## src/rtl/uart_rx_pkg.sv

```systemverilog
// Shared types and widths for the 8N1 UART receiver.
package uart_rx_pkg;

  localparam int unsigned DATA_W    = 8;
  localparam int unsigned BIT_IDX_W = 3;

  typedef enum logic [2:0] {
    ST_IDLE,
    ST_START,
    ST_DATA,
    ST_STOP,
    ST_BREAK
  } state_t;

endpackage : uart_rx_pkg

```

## src/rtl/uart_rx_sync2.sv

```systemverilog
// Two-flop synchroniser for an asynchronous single-bit input.
module uart_rx_sync2 #(
  parameter logic RESET_VAL = 1'b1
) (
  input  logic clk,
  input  logic rst_n,
  input  logic d_i,
  output logic q_o
);

  logic s1_q;
  logic s2_q;

  // Metastability chain; both stages reset to the line's idle level.
  always_ff @(posedge clk or negedge rst_n) begin
    if (!rst_n) begin
      s1_q <= RESET_VAL;
      s2_q <= RESET_VAL;
    end else begin
      s1_q <= d_i;
      s2_q <= s1_q;
    end
  end

  assign q_o = s2_q;

endmodule : uart_rx_sync2

```

## src/rtl/uart_rx.sv

```systemverilog
// 8N1 UART receiver: oversampled start detection, mid-bit sampling,
// valid/ready byte output with one-cycle framing-error and overrun pulses.
module uart_rx
  import uart_rx_pkg::*;
#(
  parameter int unsigned CLKRATE  = 24000000,
  parameter int unsigned BAUDRATE = 115200
) (
  input  logic              clk,
  input  logic              rst_n,
  input  logic              rx,
  output logic              valid,
  output logic [DATA_W-1:0] data,
  input  logic              ready,
  output logic              frame_err,
  output logic              overrun
);

  localparam int unsigned DIVIDER = CLKRATE / BAUDRATE;
  localparam int unsigned HALF    = DIVIDER / 2;
  localparam int unsigned CNT_W   = (DIVIDER > 1) ? $clog2(DIVIDER) : 1;

  generate
    if (DIVIDER < 4) begin : g_bad_divider
      $error("uart_rx: CLKRATE/BAUDRATE must be at least 4");
    end
  endgenerate

  logic s2;
  logic s3_q;
  logic start_c;

  state_t               state_q, state_d;
  logic [CNT_W-1:0]     cnt_q, cnt_d;
  logic [BIT_IDX_W-1:0] bit_q, bit_d;
  logic [DATA_W-1:0]    shift_q, shift_d;
  logic                 valid_q, valid_d;
  logic [DATA_W-1:0]    data_q, data_d;
  logic                 frame_err_q, frame_err_d;
  logic                 overrun_q, overrun_d;

  uart_rx_sync2 #(.RESET_VAL(1'b1)) u_sync (
    .clk   (clk),
    .rst_n (rst_n),
    .d_i   (rx),
    .q_o   (s2)
  );

  // Delayed copy of the synchronised line for falling-edge detection.
  always_ff @(posedge clk or negedge rst_n) begin
    if (!rst_n) s3_q <= 1'b1;
    else        s3_q <= s2;
  end

  assign start_c = !s2 && s3_q;

  // State and datapath registers.
  always_ff @(posedge clk or negedge rst_n) begin
    if (!rst_n) begin
      state_q     <= ST_IDLE;
      cnt_q       <= '0;
      bit_q       <= '0;
      shift_q     <= '0;
      valid_q     <= 1'b0;
      data_q      <= '0;
      frame_err_q <= 1'b0;
      overrun_q   <= 1'b0;
    end else begin
      state_q     <= state_d;
      cnt_q       <= cnt_d;
      bit_q       <= bit_d;
      shift_q     <= shift_d;
      valid_q     <= valid_d;
      data_q      <= data_d;
      frame_err_q <= frame_err_d;
      overrun_q   <= overrun_d;
    end
  end

  // Frame sequencing, bit sampling and output handshake.
  always_comb begin
    state_d     = state_q;
    cnt_d       = cnt_q;
    bit_d       = bit_q;
    shift_d     = shift_q;
    valid_d     = valid_q;
    data_d      = data_q;
    frame_err_d = 1'b0;
    overrun_d   = 1'b0;

    if (valid_q && ready) valid_d = 1'b0;

    unique case (state_q)
      ST_IDLE: begin
        if (start_c) begin
          state_d = ST_START;
          cnt_d   = CNT_W'(HALF - 1);
        end
      end
      ST_START: begin
        if (cnt_q == '0) begin
          if (!s2) begin
            state_d = ST_DATA;
            cnt_d   = CNT_W'(DIVIDER - 1);
            bit_d   = '0;
          end else begin
            state_d = ST_IDLE;
          end
        end else begin
          cnt_d = cnt_q - CNT_W'(1);
        end
      end
      ST_DATA: begin
        if (cnt_q == '0) begin
          shift_d[bit_q] = s2;
          cnt_d          = CNT_W'(DIVIDER - 1);
          if (bit_q == BIT_IDX_W'(DATA_W - 1)) state_d = ST_STOP;
          else                                 bit_d   = bit_q + BIT_IDX_W'(1);
        end else begin
          cnt_d = cnt_q - CNT_W'(1);
        end
      end
      ST_STOP: begin
        if (cnt_q == '0) begin
          if (s2) begin
            // A pending byte may be replaced only if it is consumed this cycle.
            if (!valid_q || ready) begin
              data_d  = shift_q;
              valid_d = 1'b1;
            end else begin
              overrun_d = 1'b1;
            end
            state_d = ST_IDLE;
          end else begin
            frame_err_d = 1'b1;
            state_d     = ST_BREAK;
          end
        end else begin
          cnt_d = cnt_q - CNT_W'(1);
        end
      end
      ST_BREAK: begin
        if (s2) state_d = ST_IDLE;
      end
      default: state_d = ST_IDLE;
    endcase
  end

  assign valid     = valid_q;
  assign data      = data_q;
  assign frame_err = frame_err_q;
  assign overrun   = overrun_q;

endmodule : uart_rx

```

## config.mk

```make
export PLATFORM = sky130hd
export DESIGN_NAME = uart_rx
export DESIGN_NICKNAME = d
export VERILOG_FILES = /design/src/rtl/uart_rx_pkg.sv /design/src/rtl/uart_rx_sync2.sv /design/src/rtl/uart_rx.sv
export SDC_FILE = /design/constraint.sdc
export NUM_CORES = 1
export LEC_CHECK = 0
export CORE_MARGIN = 4
export CORE_UTILIZATION = 50
export DETAILED_ROUTE_END_ITERATION = 6
export PLACE_DENSITY = 0.7
export RECOVER_POWER = 25
export SYNTH_ARGS = -nofsm -noshare
export SYNTH_HDL_FRONTEND = slang
export SYNTH_SLANG_ARGS = --single-unit
```

## constraint.sdc

```tcl
create_clock -name clk -period 2.9 [get_ports clk]
set_clock_uncertainty 0.05 [all_clocks]
set_input_delay 0.29 -clock clk [delete_from_list [all_inputs] [get_ports clk]]
set_output_delay 0.29 -clock clk [all_outputs]
set_load 0.01 [all_outputs]
```

# Word level (Yosys, flattened, before mapping)
# Index checks and enable logic that the tools add are counted.
[word_totals] ff_bits=36 latch_bits=0 ramBits=0 romBits=0 in_bits=4 out_inout_bits=11 word_cells=80 memories=0
[classes] addsub=2 multipliers=0 div=0 n_lt_le_gt_ge=2 eq_ne=15 shift=0 mux=35 n_bitwise=0 reduce_logical=15
[ops] op="2-to-1 mux 8 bit" count=5
[ops] op="2-to-1 mux 3 bit" count=11
[ops] op="case mux 8 bit (4 select lines)" count=1
[ops] op="!= test 2 bit, second input constant" count=8
[ops] op="case mux 3 bit (5 select lines)" count=1
[ops] op="2-to-1 mux 1 bit" count=13
[ops] op="bitwise mux 8 bit" count=1
[ops] op="logical NOT 8 bit" count=1
[ops] op="AND reduction 4 bit" count=2
[ops] op="subtractor 8 x 1 -> 8 bit, second input constant" count=1
[ops] op="== test 3 x 2 -> 1 bit, second input constant" count=2
[ops] op="== test 3 bit, second input constant" count=2
[ops] op="case mux 3 bit (2 select lines)" count=1
[ops] op="AND reduction 6 bit" count=1
[ops] op="AND reduction 5 bit" count=1
[ops] op="less-than comparator 3 x 4 -> 1 bit, second input constant" count=1
[ops] op="nonzero test 4 bit" count=1
[ops] op="adder 3 x 1 -> 3 bit, second input constant" count=1
[ops] op="demux 1 bit (select 3 bit)" count=1
[ops] op="== test 3 x 1 -> 1 bit, second input constant" count=1
[ops] op=">= comparator 3 x 1 -> 1 bit, second input constant" count=1
[ops] op="logical AND 1 bit" count=3
[ops] op="logical NOT 3 bit" count=1
[ops] op="!= test 3 bit, second input constant" count=1
[ops] op="other kinds (6)" count=7

# Depth between registers and ports, before layout
# Gate-level depths: netlist of the first run.
[depth] ltp_word=6 ltp_mapped=8 ltp_nobuf=6

# Hierarchy
# From an unflattened synthesis of the first run, not the netlist that was laid out.
[hier_totals] hier_cells=162 hier_area_um2=1816.7
[by_module_without_submodules] mod="uart_rx" n_inst=1 cells_each=160 area_per_inst_um2=1764.2 seq_area_each_um2=852.1
[by_module_without_submodules] mod="uart_rx_sync2" n_inst=1 cells_each=2 area_per_inst_um2=52.6 seq_area_each_um2=52.6

# Least setup slack after synthesis of the first run
# No wires, ideal clock.
[synth_path] path_kind="register -> register" start="reg cnt_q[0]" end="reg data_q[0] (netlist: data[0])" setup_time_ps=127 arrival_time_ps=1954 required_time_ps=2723 path_slack_ps=769 path_stages_with_launch=9 n_path_buf=2 period_less_slack_ps=2131 path_cell_list="dfrtp_1 inv_1 ha_1 or4b_1 buf_2 nor2_2 and4_1 buf_4 mux2_1"
[synth_via] elab_chain_cells=2
[synth_rtl] element="start: declaration" line_no="uart_rx.sv:34" source="logic [CNT_W-1:0] cnt_q, cnt_d;"
[synth_rtl] element="start signal: assignment" line_no="uart_rx.sv:70" source="cnt_q <= cnt_d;"
[synth_rtl] element="logical NOT 8 bit" line_no="uart_rx.sv:124" source="if (cnt_q == '0) begin"
[synth_rtl] element="AND reduction 4 bit (no source line)"
[synth_rtl] element="end signal: assignment" line_no="uart_rx.sv:74" source="data_q <= data_d;"
[synth_rtl] element="end: declaration" line_no="uart_rx.sv:38" source="logic [DATA_W-1:0] data_q, data_d;"
# No other way between the ends.
# A chain may end at the register's enable or synchronous reset.

# Worst setup path after layout of the first run
[layout_path] start="reg cnt_q[1]" end="reg data_q[0] (netlist: data[0])"
# The elaborated chain is that of the path after synthesis.

==> qor.yml, run 1 <==
fmax_mhz: 404
fp.coreArea_mm2: 0.00339
worstSetupPathType: "flop to flop"
cts_tree: "done"
reg2reg_from: "cnt_q[1]"
drt_wl_total_um: 3390
status: "finished with violations"
final_common_cell: "dfrtp_1"
p_per_area_mw_per_mm2: 639
portBuffers: 14
area_growth_pct: 13.8
setup_tns_ps: 0
slowest_delay_ps: 580
holdBufCountCts: 0
reg2reg_depth: 6
final-setup-viol-count: 0
clk_pin_slew_ps: 110
overflow: 0
utilization_pct: 59.7
antenna_found_initial: 0
rr_endpoint: "data[0]"
synth_edf_count: 0
ys_warn_count: 0
cts_inserted_buffers: 5
path_cells: "inv_1 > ha_1 > or4b_1 > nor2_2 > and4_1 > mux2_1"
remaining_drc_errors: 0
required_ps: 3070
irDropWorstVdd_uv: 444
hp-start: "u_sync.s1_q"
final_cell_mix: "33 x dfrtp_1, 15 x mux2_1, 12 x clkdlybuf4s50_1"
rrSetupSlack_ps: 430
synth_cells: 161
worst-path-buf-inv: 1
ios: 15
die_area_mm2: 0.00458
period_share_pct: 85.3
die_h_um: 67.7
hold_depth: 0
max-slew-margin-rel_pct: -24.7
yosys_most_used_dff: "dfrtp_1"
grtUsageTotal_pct: 17.6
tightest_slew_ps: 1870
netlist_top_cells_area: "dfrtp_1 46%, mux2_1 9.5%, dfstp_2 4.4%"
ys_ff_latch: 36
p_leak_nw: 0.878
clock_latency_ps: 340
synth_top_cell_area_share_pct: 46.4
hold_viol_final: 0
synth.avg_cell_area_um2: 11.1
violations: "max-capacitance violations, max-slew violations"
endpoint_kind: "flop"
slew_violations: 37
dp.final_hpwl_um: 2390
rsz0062_at_grt: "no"
worstSetupStartpointType: "flop"
synth_area_mm2: 0.00178
grt_pass1_wl_um: 5870
num_rows: 21
synth_top_area_cell: "dfrtp_1"
hold_class: "flop to flop"
place_congestion: 0.885
worstHoldEndpoint: "u_sync.q_o"
ys_types: 47
min_period_ps: 2470
cts_buffer_depth: 2
clockRootBuffer: "clkbuf_4"
avgRoutedWirePerCell_um: 15.1
worstPathMaxFanout: 8
cts.repair.resized: 0
ys_seq_area_share_pct: 50.8
start_util_pct: 52.5
grt_pass1_vias: 1268
drv_cap: 1
fin_nets: 185
cts.sinks: 36
syn_nets: 169
first_iter_violations: 52
drt_first_pass_iters: 4
critPathArrivalTime_ps: 2650
fp.dieW_um: 67.7
slowest_stage: "or4b_1"
layout-drive-gt1-share_pct: 10.7
h-tree-depth: 2
viasPerCell: 5.78
ant_nets: 0
async_flop_share_pct: 100
grt_max_degree: 37
cts_setup_buffers: 0
diodes: 0
vias: 1295
cpLargestDelayFamily: "simple AND/OR/NAND/NOR gates"
## through the flow
stage | hold WS [ps] | cell area, µm² | instances | power (mW) | setup slack [ps]
detailed placement | 297 | 1950 | 216 | 0.948 | 449
global route | 320 | 2020 | 224 | 1.38 | 286
floorplan | -55.6 | 1780 | 161 | 0.859 | 769
CTS | 294 | 2030 | 224 | 1.30 | 394
global placement | 296 | 1950 | 216 | 0.935 | 550
finish | 311 | 2020 | 224 | 1.29 | 428
## where the power goes
group          internal (mW)  total, mW  switching [mW]
clock                  0.181      0.345           0.164
sequential             0.557      0.652          0.0946
combinational          0.128      0.298           0.169
## worst register-to-register path, stage by stage, from the launching register on
cell,delay [ps]
dfrtp_1,410
inv_1,130
ha_1,190
or4b_1,580
nor2_2,190
and4_1,450
mux2_1,370
## final cells by class
cell class / instances / area [µm²]
repair buffers: 17 / 159
multi-input cells: 108 / 793
flip-flops and latches: 36 / 905
inverters: 9 / 33.8
clock buffers: 6 / 41.3
clock inverters: 2 / 35.0
fillers: 293 / 1370
well taps: 46 / 57.6
## flip-flops by register name, summed over array words and instances, names as in the netlist
signal and cells:
state_q 3, valid 1, u_sync.q_o 1, shift_q 8, data 8, frame_err 1
s3_q 1, overrun 1, cnt_q 8, u_sync.s1_q 1, bit_q 3
## worst max-delay path by stage
stage                   from  endpoint  slack, ps  depth (start not counted)
floorplan           cnt_q[0]   data[0]        770                          8
global placement    cnt_q[0]   data[6]        550                          6
detailed placement  cnt_q[0]   data[0]        450                          6
CTS                 cnt_q[1]   data[0]        390                          6
global route        cnt_q[0]   data[0]        290                          6
finish              cnt_q[1]   data[0]        430                          6
## cell families after synthesis
| family | count (synthesis) | synth area share [%] |
|---|---|---|
| AO/OA/AOI/OAI | 30 | 11.6 |
| XOR/XNOR | 1 | 0.492 |
| adder cells (fa/ha/maj) | 4 | 2.81 |
| buffers and inverters | 17 | 4.57 |
| flip-flops | 36 | 50.8 |
| multiplexers | 17 | 10.7 |
| AND/OR/NAND/NOR | 56 | 19.0 |
## metal layers
metal,global-route usage [%],share of wire [%]
met1,22.0,44
met2,28.2,48
met3,5.16,5.8
met4,7.59,1.9
met5,0,0
## cell usage after synthesis, drive strengths merged, types with 2 or more instances
cell and count:
mux2 16, and3 2, nand3b 2, nand3 7, o22ai 3, nand2 8, a32o 2, or3 3
or4 3, ha 4, a32oi 2, o31ai 2, nor4 2, dfrtp 33, nor3 6, dfstp 3
a21oi 5, a2111oi 2, nand2b 2, clkbuf 5, o21ai 7, nor2b 3, inv 9, nand4 5
buf 3, nor2 8
(Power assumes the default switching activity.)
==> run 2, diff against run 1 <==
- TNS_END_PERCENT: not set -> 10
- clock period: 2.9 -> 2.85 ns (I/O delays scaled with it)
==> run 2 against run 1 <==
Compared with the run above: the flow still finishes with violations (max-capacitance violations, max-slew violations); routed wire length is 1.6% lower; worst setup slack worse by 32 ps; critical endpoint unchanged; sequential power is 2% higher; combinational power hardly changed; largest cell class unchanged; sequential share of layout area stayed put; final area stayed put; first-iteration DRC count is 46% higher; die area stayed put; global-route usage hardly changed.
==> qor.yml, run 2 (synthesis gave the netlist of run 1 again) <==
final_common_cell: "dfrtp_1"
clockRootBuffer: "clkbuf_4"
final.setup.worst_slack_ps: 395  # -32.4 ps
ios: 15  # unchanged
tightest_slew_ps: 1830  # -45.1 ps
num-fill-cells: 280  # -4.4%
p_leak_nw: 0.878  # unchanged
area_growth_pct: 13.8  # unchanged
netSwitchingFraction_pct: 32.7  # -0.33 points
reg2reg_from: "cnt_q[1]"
violations: "max-capacitance violations, max-slew violations"
grt_max_degree: 37  # unchanged
critPathArrivalTime_ps: 2630  # -20 ps
cts_setup_buffers: 0  # unchanged
drt_wl_total_um: 3340  # -1.6%
rr_endpoint: "data[0]"
portBuffers: 14  # unchanged
layout-drive-gt1-share_pct: 10.7  # unchanged
cts_inserted_buffers: 5  # unchanged
pwr-share-clk_pct: 26.8  # +0.2 points
reg2reg_depth: 6  # unchanged
die_area_mm2: 0.00458  # unchanged
first_iter_violations: 76  # +46%
worst_hold_slack_ps: 311  # +0.100 ps
fp.dieW_um: 67.7  # unchanged
fin_nets: 185  # unchanged
ant_nets: 0  # unchanged
cts.sinks: 36  # unchanged
p_seq_share_pct: 50.6  # +0.2 points
crit_start: "cnt_q[1]"
p_switching_mw: 0.429  # +0.13%
slew_violations: 37  # unchanged
pre_cts_ws_ps: 408  # -41.4 ps
power_mw: 1.31  # +1.1%
grtUsageTotal_pct: 17.6  # about the same
cts_tree: "done"
utilization_pct: 59.7  # unchanged
post-route-cell-area_mm2: 0.00202  # unchanged
rrSetupSlack_ps: 400  # -30 ps
fp.coreArea_mm2: 0.00339  # unchanged
dp.final_hpwl_um: 2410  # +0.95%
start_util_pct: 52.5  # unchanged
min_period_ps: 2450  # -17.6 ps
worstSetupStartpointType: "flop"
viasPerCell: 5.68  # -1.7%
placedInstanceArea_mm2: 0.00195  # unchanged
final-setup-viol-count: 0  # unchanged
instances_no_fill: 224  # unchanged
drv_cap: 1  # unchanged
h-tree-depth: 2  # unchanged
setup_tns_ps: 0  # unchanged
die_h_um: 67.7  # unchanged
grt_pass1_wl_um: 5860  # -0.12%
vias: 1273  # -1.7%
endpoint_kind: "flop"
diodes: 0  # unchanged
hp-start: "u_sync.s1_q"
crit_end: "data[0]"
hold_viol_final: 0  # unchanged
clock_latency_ps: 350  # about the same
worstSetupPathType: "flop to flop"
hold_class: "flop to flop"
status: "finished with violations"
cts_buffer_depth: 2  # unchanged
period_share_pct: 86.1  # +0.88 points
max-slew-margin-rel_pct: -21.7  # +3.0 points
clk_pin_slew_ps: 100  # about the same
remaining_drc_errors: 0  # unchanged
avgRoutedWirePerCell_um: 14.9  # -1.6%
dp.cells: 216  # unchanged
irDropWorstVdd_uv: 378  # -15%
worstPathMaxFanout: 8  # unchanged
num_rows: 21  # unchanged
drt_first_pass_iters: 6  # +2
antenna_found_initial: 0  # unchanged
place_congestion: 0.885  # unchanged
overflow: 0  # unchanged
cts.repair.resized: 0  # unchanged
rsz0062_at_grt: "no"
fmax_mhz: 407  # +0.72%
required_ps: 3030  # -40 ps
holdBufCountCts: 0  # unchanged
final_cell_mix: "33 x dfrtp_1, 15 x mux2_1, 12 x clkdlybuf4s50_1"
p_comb_share_pct: 22.6  # -0.4 points
p_per_area_mw_per_mm2: 647  # +1.1%
grt_pass1_vias: 1253  # -1.2%
p_int_mw: 0.881  # +1.6%
-- run 2: cell counts in the layout (fill, tap and decap cells not counted) --
Identical to the previous run, type by type.
-- run 2: per-layer routing --
layer / track usage [%] / part of all wire [%] / routed length, µm
met1: 21.7 / 46 / 1540
met2: 28.2 / 48 / 1600
met3: 5.66 / 4.2 / 139
met4: 7.59 / 1.7 / 57
met5: 0 / 0 / 0
-- run 2: power by group through the flow --
stage,clock network [mW],logic (mW),registers (mW)
after floorplan,0,0.246,0.629
after global placement,0,0.287,0.664
after detailed placement,0,0.295,0.670
after CTS,0.362,0.296,0.660
after global routing,0.384,0.331,0.675
final,0.351,0.295,0.663
-- run 2: area by class of cell --
type                       instances  area [µm²]  share of cell area [%]
clock buffer                       6        41.3                    2.04
multi-input combinational        108         793                    39.2
inverter                           9        33.8                    1.67
sequential                        36         905                    44.7
timing repair buffer              17         159                    7.85
clock inverter                     2        35.0                    1.73
tap                               46        57.6                    2.84
-- run 2: how the worst min path moves through the flow --
stage | end | slack (ps) | cells after the start
after CTS | u_sync.s1_q | 280 | 1
after global routing | u_sync.q_o | 320 | 0
final | u_sync.q_o | 310 | 0
after detailed placement | u_sync.q_o | 300 | 0
after global placement | u_sync.q_o | 300 | 0
after floorplan | bit_q[0] | -60 | 0
-- run 2: critical path: stages (launching register included) --
cell and delay [ps]:
dfrtp_1 410, inv_1 130, ha_1 170, or4b_1 580, nor2_2 190, and4_1 450
mux2_1 370
